==> src/rtl/pll_rst_gen.sv <==
// PLL lock qualification and system reset sequencer on the reference clock.
// Optional lock-loss counter: define PLL_RST_GEN_LOSS_CNT_EN.
module pll_rst_gen #(
  parameter int SYNC_STAGES = 2,
  parameter int STABLE_CYC  = 1024,
  parameter int TIMEOUT_CYC = 500000,
  parameter int PLL_RST_CYC = 16,
  parameter int CNT_W       = 20
) (
  input  logic       clk,
  input  logic       rstn,
  input  logic       pll_lock,
  output logic       pll_rst,
  output logic       sys_rstn,
  output logic       ready,
  output logic [7:0] retry_cnt,
  output logic [7:0] loss_cnt
);

  typedef enum logic [1:0] {
    S_PLL_RST,
    S_WAIT_LOCK,
    S_STABLE,
    S_READY
  } state_e;

  localparam logic [CNT_W-1:0] RST_LAST = CNT_W'(PLL_RST_CYC - 1);
  localparam logic [CNT_W-1:0] TO_LAST  = CNT_W'(TIMEOUT_CYC - 1);
  localparam logic [CNT_W-1:0] ST_LAST  = CNT_W'(STABLE_CYC - 1);

  logic [SYNC_STAGES-1:0] sync_q, sync_d;
  state_e                 state_q, state_d;
  logic [CNT_W-1:0]       cnt_q, cnt_d;
  logic                   pll_rst_q, pll_rst_d;
  logic                   sys_rstn_q, sys_rstn_d;
  logic                   ready_q, ready_d;
  logic [7:0]             retry_q, retry_d;
  logic                   lk;

`ifdef PLL_RST_GEN_LOSS_CNT_EN
  logic [7:0]             loss_q, loss_d;
`endif

  always_comb begin
    sync_d  = {sync_q[SYNC_STAGES-2:0], pll_lock};
    lk      = sync_q[SYNC_STAGES-1];
    state_d = state_q;
    cnt_d   = cnt_q + 1'b1;
    retry_d = retry_q;
`ifdef PLL_RST_GEN_LOSS_CNT_EN
    loss_d  = loss_q;
`endif
    unique case (state_q)
      S_PLL_RST: begin
        if (cnt_q == RST_LAST) begin
          cnt_d   = '0;
          state_d = S_WAIT_LOCK;
        end
      end
      S_WAIT_LOCK: begin
        // lock takes priority over a coincident timeout
        if (lk) begin
          cnt_d   = '0;
          state_d = S_STABLE;
        end else if (cnt_q == TO_LAST) begin
          cnt_d   = '0;
          state_d = S_PLL_RST;
          if (retry_q != 8'hFF) retry_d = retry_q + 8'd1;
        end
      end
      S_STABLE: begin
        if (!lk) begin
          cnt_d   = '0;
          state_d = S_WAIT_LOCK;
        end else if (cnt_q == ST_LAST) begin
          cnt_d   = '0;
          state_d = S_READY;
        end
      end
      S_READY: begin
        cnt_d = '0;
        if (!lk) begin
          state_d = S_WAIT_LOCK;
`ifdef PLL_RST_GEN_LOSS_CNT_EN
          if (loss_q != 8'hFF) loss_d = loss_q + 8'd1;
`endif
        end
      end
      default: begin
        cnt_d   = '0;
        state_d = S_PLL_RST;
      end
    endcase
    // outputs registered from the next state so they change with it
    pll_rst_d  = (state_d == S_PLL_RST);
    ready_d    = (state_d == S_READY);
    sys_rstn_d = (state_d == S_READY);
  end

  always_ff @(posedge clk or negedge rstn) begin
    if (!rstn) begin
      sync_q     <= '0;
      state_q    <= S_PLL_RST;
      cnt_q      <= '0;
      pll_rst_q  <= 1'b1;
      sys_rstn_q <= 1'b0;
      ready_q    <= 1'b0;
      retry_q    <= '0;
    end else begin
      sync_q     <= sync_d;
      state_q    <= state_d;
      cnt_q      <= cnt_d;
      pll_rst_q  <= pll_rst_d;
      sys_rstn_q <= sys_rstn_d;
      ready_q    <= ready_d;
      retry_q    <= retry_d;
    end
  end

`ifdef PLL_RST_GEN_LOSS_CNT_EN
  always_ff @(posedge clk or negedge rstn) begin
    if (!rstn) loss_q <= '0;
    else       loss_q <= loss_d;
  end
  assign loss_cnt = loss_q;
`else
  assign loss_cnt = 8'd0;
`endif

  assign pll_rst   = pll_rst_q;
  assign sys_rstn  = sys_rstn_q;
  assign ready     = ready_q;
  assign retry_cnt = retry_q;

endmodule
==> config.mk <==
export PLATFORM = sky130hd
export DESIGN_NAME = pll_rst_gen
export DESIGN_NICKNAME = d
export VERILOG_FILES = /design/src/rtl/pll_rst_gen.sv
export SDC_FILE = /design/constraint.sdc
export NUM_CORES = 1
export LEC_CHECK = 0
export ABC_AREA = 0
export BUFFER_PORTS_ARGS = -buffer_cell sky130_fd_sc_hd__buf_4
export CAP_MARGIN = 20
export CORE_ASPECT_RATIO = 0.9
export CORE_MARGIN = 3
export CORE_UTILIZATION = 55
export DETAILED_ROUTE_END_ITERATION = 12
export PLACE_DENSITY = 0.84
export SETUP_SLACK_MARGIN = 0.1
export SYNTH_ARGS = -nofsm -noshare
export SYNTH_HDL_FRONTEND = slang
export SYNTH_SLANG_ARGS = --single-unit
==> constraint.sdc <==
create_clock -name clk -period 4.4 [get_ports clk]
set_input_delay 0.22 -clock clk [delete_from_list [all_inputs] [get_ports clk]]
set_output_delay 0.22 -clock clk [all_outputs]
set_load 0.01 [all_outputs]
==> results.rst, run 1 <==
.. list-table::
   :header-rows: 1

   * - Metric
     - Value
   * - Status
     - completed
   * - Actual slew at the worst max-slew pin
     - 0.694 ns
   * - Total instance count after detailed placement
     - 214
   * - Library cells used by synthesis
     - 33
   * - Number of violations of the max-capacitance limit
     - 0
   * - Most used flip-flop cell after synthesis
     - sky130_fd_sc_hd__dfrtp_1
   * - CTS H-Tree Depth
     - 2
   * - Cell type with the highest aggregate area in the netlist
     - sky130_fd_sc_hd__dfrtp_1
   * - PostCTS Resize Cnt
     - 0
   * - Root Driver
     - sky130_fd_sc_hd__clkbuf_4
   * - 1st-iter DRT viols
     - 65
   * - Tcrit/Tclk final
     - 0.569
   * - Number of buffers created by CTS
     - 5
   * - Count of port buffers added during placement
     - 13
   * - Worst clock skew on the final layout
     - 0.00918 ns
   * - Clock period minus worst slack
     - 2.50 ns
   * - Post-synthesis sequential element count
     - 34
   * - Filler Cells Inserted
     - 221
   * - Share of synthesized area occupied by flip-flops and latches
     - 0.496
   * - Total routing resource utilization after global routing
     - 0.194
   * - Placer's final routability congestion estimate
     - 0.829
   * - Final Setup Violations
     - 0
   * - Worst path cell trace
     - ha_1 > nand3_1 > nor3_1 > a31oi_1 > a221oi_2 > buf_4 > nor2_1
   * - Synthesis warning total
     - 0
   * - Category of the worst setup path capture point
     - flop
   * - Initial antenna violation count
     - 0
   * - Die Area
     - 3830 sq um
   * - Slew margin rel.
     - 0.534
   * - Final core utilization
     - 0.655
   * - Wire per inst
     - 13.8 microns
   * - Critical setup path kind
     - flop to flop
   * - RSZ-0062 raised after global routing
     - no
   * - Total number of placement rows
     - 18
   * - Clock Tree Buf Depth
     - 2
   * - Fraction of layout cells with a size suffix above 1
     - 0.163
   * - Startpoint kind of the worst setup timing path
     - flop
   * - CTS hold repair buffers
     - 2
   * - Critical path data required time
     - 4.63 ns
   * - Antenna Nets Post-Route
     - 0
   * - Power density relative to cell area
     - 388 nW/um^2
   * - Number of optimization iterations in the first detailed-route pass
     - 4
   * - Fraction of registers with async set/reset
     - 1.00
   * - Number of cells on the worst hold path
     - 0
   * - Total leakage power
     - 0.912 nW
   * - Mean instance size in the synthesized netlist
     - 10.3 sq um
   * - Clock slew at the register clock pins of the worst setup and hold paths
     - 0.09 ns
   * - Layout overhead on the synthesized area
     - 9.11%
   * - Aggregate negative setup slack
     - 0 ns
   * - TritonCTS clock tree
     - built
   * - Number of nets at the end of the flow
     - 189
   * - Total DRC errors in the routed layout
     - 0
   * - Initial core utilization
     - 0.600
   * - HPWL after detailed placement
     - 2180 microns
   * - Number of enable flip-flop cells after synthesis
     - 0
   * - Top cells by area, synth
     - sky130_fd_sc_hd__dfrtp_1, sky130_fd_sc_hd__xor2_1, sky130_fd_sc_hd__nor2_1
   * - Maximum fanout encountered on the critical timing path
     - 16
   * - Horizontal die dimension
     - 64.9 microns
   * - Final number of max-transition violations
     - 0
   * - Number of instances in the synthesized netlist
     - 167
   * - Worst-case reg-to-reg path depth
     - 7
   * - Summed instance area of the synthesized netlist
     - 1720 sq um
   * - Clock insertion delay at the later pin of the skew report
     - 0.34 ns
   * - Area fraction of the dominant cell type after synthesis
     - 0.481
   * - Total I/O pin count
     - 22
   * - Highest Clock Rate
     - 0.400 GHz
   * - Worst supply voltage drop on vdd
     - 0.237 mV
   * - Height of the chip
     - 59 microns
   * - DRT Wirelength
     - 3090 microns
   * - Most used standard cell by instance count after synthesis
     - sky130_fd_sc_hd__dfrtp_1
   * - Post-CTS setup buffer count
     - 0
   * - Critical-path cell with the highest stage delay
     - sky130_fd_sc_hd__nor3_1
   * - Placeable core region
     - 2860 sq um
   * - Critical Path Max Stage Delay
     - 0.63 ns
   * - Wire length of the first global-routing pass
     - 5510 microns
   * - Total via count in the routed design
     - 1219
   * - Via count of the first global-routing pass
     - 1173
   * - Non-Filler Instances
     - 224
   * - GRT Residual Overflow
     - 0
   * - CTS sink count
     - 34
   * - Per-cell via count in the routed design
     - 5.44
   * - Worst min-delay path class
     - flop to flop
   * - Final Hold Vio Count
     - 0
   * - Maximum number of pins on one net before global-route repair
     - 35
   * - Most used standard cells in the synthesized netlist
     - sky130_fd_sc_hd__dfrtp_1, sky130_fd_sc_hd__nor2_1, sky130_fd_sc_hd__xor2_1
   * - Critical Path AT
     - 2.73 ns
   * - Antenna diodes
     - 0
==> state kept, by name, summed over array words and instances, names as in the netlist <==
name and flops:
cnt_q 20, retry_cnt 8, state_q 2, sync_q 2
pll_rst 1, ready 1
==> per-layer routing <==
| metal | global-route usage | wire length [microns] | vias to the layer above |
|---|---|---|---|
| met5 | 0 | 0 | - |
| met4 | 0.117 | 66 | 0 |
| met3 | 0.0474 | 156 | 10 |
| met2 | 0.312 | 1540 | 32 |
| met1 | 0.239 | 1340 | 585 |
| li1 | - | - | 592 |
==> where the power goes <==
part	internal [mW]	switching (mW)
sequential	0.353	0.0455
combinational	0.0706	0.100
clock	0.0601	0.0967
total	0.484	0.242
==> critical path: cells and delay by family (launching register included) <==
kind                     cells  cell delay, ns
buffers and inverters        1            0.29
AO/OA/AOI/OAI                2            0.62
flip-flops                   1            0.39
AND/OR/NAND/NOR              3            0.89
adder cells (fa/ha/maj)      1            0.19
==> final timing paths <==
| path | slack [ns] | start | endpoint |
|---|---|---|---|
| setup reg to reg | 1.90 | cnt_q[0] | cnt_q[5] |
| min in group asynchronous | 0.36 | rstn | retry_cnt[5] |
| setup / recovery | 1.90 | cnt_q[0] | cnt_q[5] |
| hold / removal | 0.35 | sync_q[0] | sync_q[1] |
| max in group asynchronous | 3.70 | rstn | pll_rst |
| hold reg to reg | 0.35 | sync_q[0] | sync_q[1] |
==> cell usage in the layout, fill, tap and decap left out, drive strengths merged <==
master and count:
inv 5, buf 14, a41o 1, and4 1, and4bb 1, o21ai 2, and3 6, clkbuf 7
conb 8, xnor2 8, nor3 7, dfstp 1, nand3 11, a221oi 1, nand4 5, mux2 1
nor2b 1, nand3b 1, dfrtp 33, nor4 4, nor2 28, nor3b 1, nand2 8, dlygate4sd3 2
ha 2, xor2 17, a31oi 4, o311a 1, or4 3
==> per-stage QoR <==
stage	hold WS [ns]	total power, mW	instance area (sq um)	setup slack, ns
floorplan	-0.0756	0.537	1740	2.33
global placement	0.179	0.553	1800	1.62
detailed placement	0.186	0.568	1800	1.44
CTS	0.356	0.725	1870	1.42
global route	0.383	0.782	1870	1.65
finish	0.354	0.726	1870	1.90
==> cell families (layout without fill, tap and decap cells) <==
logic type / after synthesis / count (layout) / synth area share
mux: 1 / 1 / 0.00656
simple gates: 77 / 77 / 0.249
buf+inv: 18 / 28 / 0.0634
fa+ha+maj: 2 / 2 / 0.0146
compound gates: 9 / 9 / 0.0408
flops: 34 / 34 / 0.496
other cells: 1 / 8 / 0.00218
xor+xnor: 25 / 25 / 0.128
==> layout make-up <==
class                   count  area [sq um]  area share
inverters                   5          18.8      0.0100
multi-input cells         122           782       0.418
clock buffers               7          45.0      0.0240
flip-flops and latches     34           852       0.455
repair buffers             16           125      0.0668
well taps                  40          50.0      0.0267
(Power assumes the default switching activity.)
==> run 2: changes to the inputs <==
==> constraint.sdc (replaced) <==
create_clock -name clk -period 2.51 [get_ports clk]
set_input_delay 0.1255 -clock clk [delete_from_list [all_inputs] [get_ports clk]]
set_output_delay 0.1255 -clock clk [all_outputs]
set_load 0.01 [all_outputs]
==> results.rst, run 2 (synthesis results as in run 1) <==
.. list-table::
   :header-rows: 1

   * - Metric
     - Value
   * - Clock insertion delay at the later pin of the skew report
     - 0.34 ns (about the same)
   * - TritonCTS clock tree
     - built
   * - Clock period minus worst slack
     - 2.24 ns (-0.261 ns)
   * - Total via count in the routed design
     - 1208 (-0.90%)
   * - CTS hold repair buffers
     - 2 (unchanged)
   * - Top library cells by usage in the layout, fill and taps aside
     - sky130_fd_sc_hd__dfrtp_1, sky130_fd_sc_hd__nor2_1, sky130_fd_sc_hd__xor2_1
   * - Post-CTS setup buffer count
     - 0 (unchanged)
   * - Layout Cell Area excl Fill
     - 1910 sq um (+2.2%)
   * - Most frequent standard cell in the layout excluding fill and tap cells
     - sky130_fd_sc_hd__dfrtp_1
   * - Fraction of layout cells with a size suffix above 1
     - 0.183 (+0.0198)
   * - Number of nets at the end of the flow
     - 190 (+0.53%)
   * - Die Area
     - 3830 sq um (unchanged)
   * - Worst clock skew on the final layout
     - 0.00593 ns (-0.00325 ns)
   * - Height of the chip
     - 59 microns (unchanged)
   * - RSZ-0062 raised after global routing
     - no
   * - Number of violations of the max-capacitance limit
     - 0 (unchanged)
   * - Final core utilization
     - 0.669 (+0.0144)
   * - Total routing resource utilization after global routing
     - 0.181 (-0.0136)
   * - Placer's final routability congestion estimate
     - 0.865 (+4.3%)
   * - Total number of placement rows
     - 18 (unchanged)
   * - Critical setup path kind
     - flop to flop
   * - HPWL after detailed placement
     - 2130 microns (-2.3%)
   * - Total DRC errors in the routed layout
     - 0 (unchanged)
   * - Per-cell via count in the routed design
     - 5.35 (-1.8%)
   * - DRT Wirelength
     - 2960 microns (-4.5%)
   * - Switching fraction of total power
     - 0.316 (-0.0178)
   * - PostCTS Resize Cnt
     - 0 (unchanged)
   * - Placeable core region
     - 2860 sq um (unchanged)
   * - Clock Tree Buf Depth
     - 2 (unchanged)
   * - Root Driver
     - sky130_fd_sc_hd__clkbuf_4
   * - Critical Path Max Stage Delay
     - 0.57 ns (-0.06 ns)
   * - Total instance count after detailed placement
     - 216 (+0.93%)
   * - Flip-flop count of the largest register after layout
     - 20 (unchanged)
   * - Total leakage power
     - 0.937 nW (+2.7%)
   * - Crit path max-delay family
     - simple AND/OR/NAND/NOR gates
   * - Clock share of power
     - 0.274 (+0.058)
   * - Maximum number of pins on one net before global-route repair
     - 35 (unchanged)
   * - Placed Area
     - 1820 sq um (+0.83%)
   * - CTS H-Tree Depth
     - 2 (unchanged)
   * - Number of optimization iterations in the first detailed-route pass
     - 4 (unchanged)
   * - Number of buffers created by CTS
     - 5 (unchanged)
   * - Maximum fanout encountered on the critical timing path
     - 9 (-7)
   * - Total Power
     - 1.36 mW (+88%)
   * - Critical path data required time
     - 2.74 ns (-1.89 ns)
   * - CTS sink count
     - 34 (unchanged)
   * - Hold Slack
     - 0.247 ns (-0.107 ns)
   * - Actual slew at the worst max-slew pin
     - 0.768 ns (+0.0742 ns)
   * - Count of port buffers added during placement
     - 13 (unchanged)
   * - Filler Cells Inserted
     - 220 (-0.45%)
   * - Worst supply voltage drop on vdd
     - 0.442 mV (+86%)
   * - Worst path cell trace
     - or4_4 > and4bb_2 > nand3_2 > nor2_1 > mux2_2
   * - Final number of max-transition violations
     - 0 (unchanged)
   * - Total I/O pin count
     - 22 (unchanged)
   * - Largest Register
     - cnt_q
   * - GRT Residual Overflow
     - 0 (unchanged)
   * - Final Hold Vio Count
     - 0 (unchanged)
   * - Antenna Nets Post-Route
     - 0 (unchanged)
   * - Wire per inst
     - 13.1 microns (-5.3%)
   * - Startpoint kind of the worst setup timing path
     - flop
   * - Critical Path AT
     - 2.47 ns (-0.26 ns)
   * - Non-Filler Instances
     - 226 (+0.89%)
   * - Power share of the sequential group
     - 0.507 (-0.042)
   * - Buf/Inv on CP
     - 0 (-1)
   * - Switching power
     - 431 uW (+78%)
   * - Layout overhead on the synthesized area
     - 11.5%
   * - Total internal power
     - 933 uW (+93%)
   * - Worst min-delay path class
     - input pin to asynchronous set/reset pin
   * - Final setup slack of the worst path
     - 0.268 ns (-1.63 ns)
   * - Initial antenna violation count
     - 0 (unchanged)
   * - Clock slew at the register clock pins of the worst setup and hold paths
     - 0.10 ns (about the same)
   * - Placement-stage worst setup slack
     - 0.286 ns (-1.16 ns)
   * - Antenna diodes
     - 0 (unchanged)
   * - Highest Clock Rate
     - 0.446 GHz (+12%)
   * - 1st-iter DRT viols
     - 57 (-12%)
   * - Final Setup Violations
     - 0 (unchanged)
   * - Category of the worst setup path capture point
     - flop
   * - Initial core utilization
     - 0.600 (unchanged)
   * - Aggregate negative setup slack
     - 0 ns (unchanged)
   * - Via count of the first global-routing pass
     - 1200 (+2.3%)
   * - Critical-path cell with the highest stage delay
     - sky130_fd_sc_hd__or4_4
   * - Wire length of the first global-routing pass
     - 5250 microns (-4.6%)
   * - Status
     - completed
   * - Comb pwr share
     - 0.219 (-0.016)
   * - Horizontal die dimension
     - 64.9 microns (unchanged)
   * - Tcrit/Tclk final
     - 0.893 (+0.324)
   * - Power density relative to cell area
     - 713 nW/um^2 (+84%)
   * - Slew margin rel.
     - 0.484 (-0.0498)
==> run 2: metal layers <==
metal | GRT usage | part of all wire | up-vias
met3 | 0.0398 | 0.054 | 7
met2 | 0.296 | 0.48 | 33
li1 | - | - | 596
met1 | 0.226 | 0.44 | 572
met5 | 0 | 0 | -
met4 | 0.0964 | 0.020 | 0
==> run 2: power by group through the flow <==
stage	clock, mW	combinational, mW	sequential [mW]
floorplan	0	0.263	0.678
global placement	0	0.285	0.696
detailed placement	0	0.302	0.702
CTS	0.381	0.306	0.690
global route	0.408	0.338	0.705
finish	0.373	0.299	0.692
==> run 2: final cells by class <==
cell class                 instances  area [sq um]  share of cell area
timing repair buffer              17           133              0.0693
inverter                           5          18.8             0.00980
sequential                        34           852               0.445
clock buffer                       8          78.8              0.0412
multi-input combinational        122           782               0.408
tap                               40          50.0              0.0261
==> run 2: path summary, 6_finish.rpt <==
kind | startpoint | end | slack [ns] | depth (start not counted)
setup / recovery | cnt_q[11] | retry_cnt[1] | 0.27 | 5
hold / removal | rstn | cnt_q[8] | 0.25 | 2
setup reg to reg | cnt_q[11] | retry_cnt[1] | 0.27 | 5
hold reg to reg | sync_q[0] | sync_q[1] | 0.36 | 0
max in group asynchronous | rstn | pll_rst | 1.94 | 2
min in group clk | sync_q[0] | sync_q[1] | 0.36 | 0
==> run 2: worst register-to-register path: stages, from the launching register on <==
cell and delay (ns):
sky130_fd_sc_hd__dfrtp_1 0.42, sky130_fd_sc_hd__or4_4 0.57, sky130_fd_sc_hd__and4bb_2 0.33, sky130_fd_sc_hd__nand3_2 0.21, sky130_fd_sc_hd__nor2_1 0.25, sky130_fd_sc_hd__mux2_2 0.36
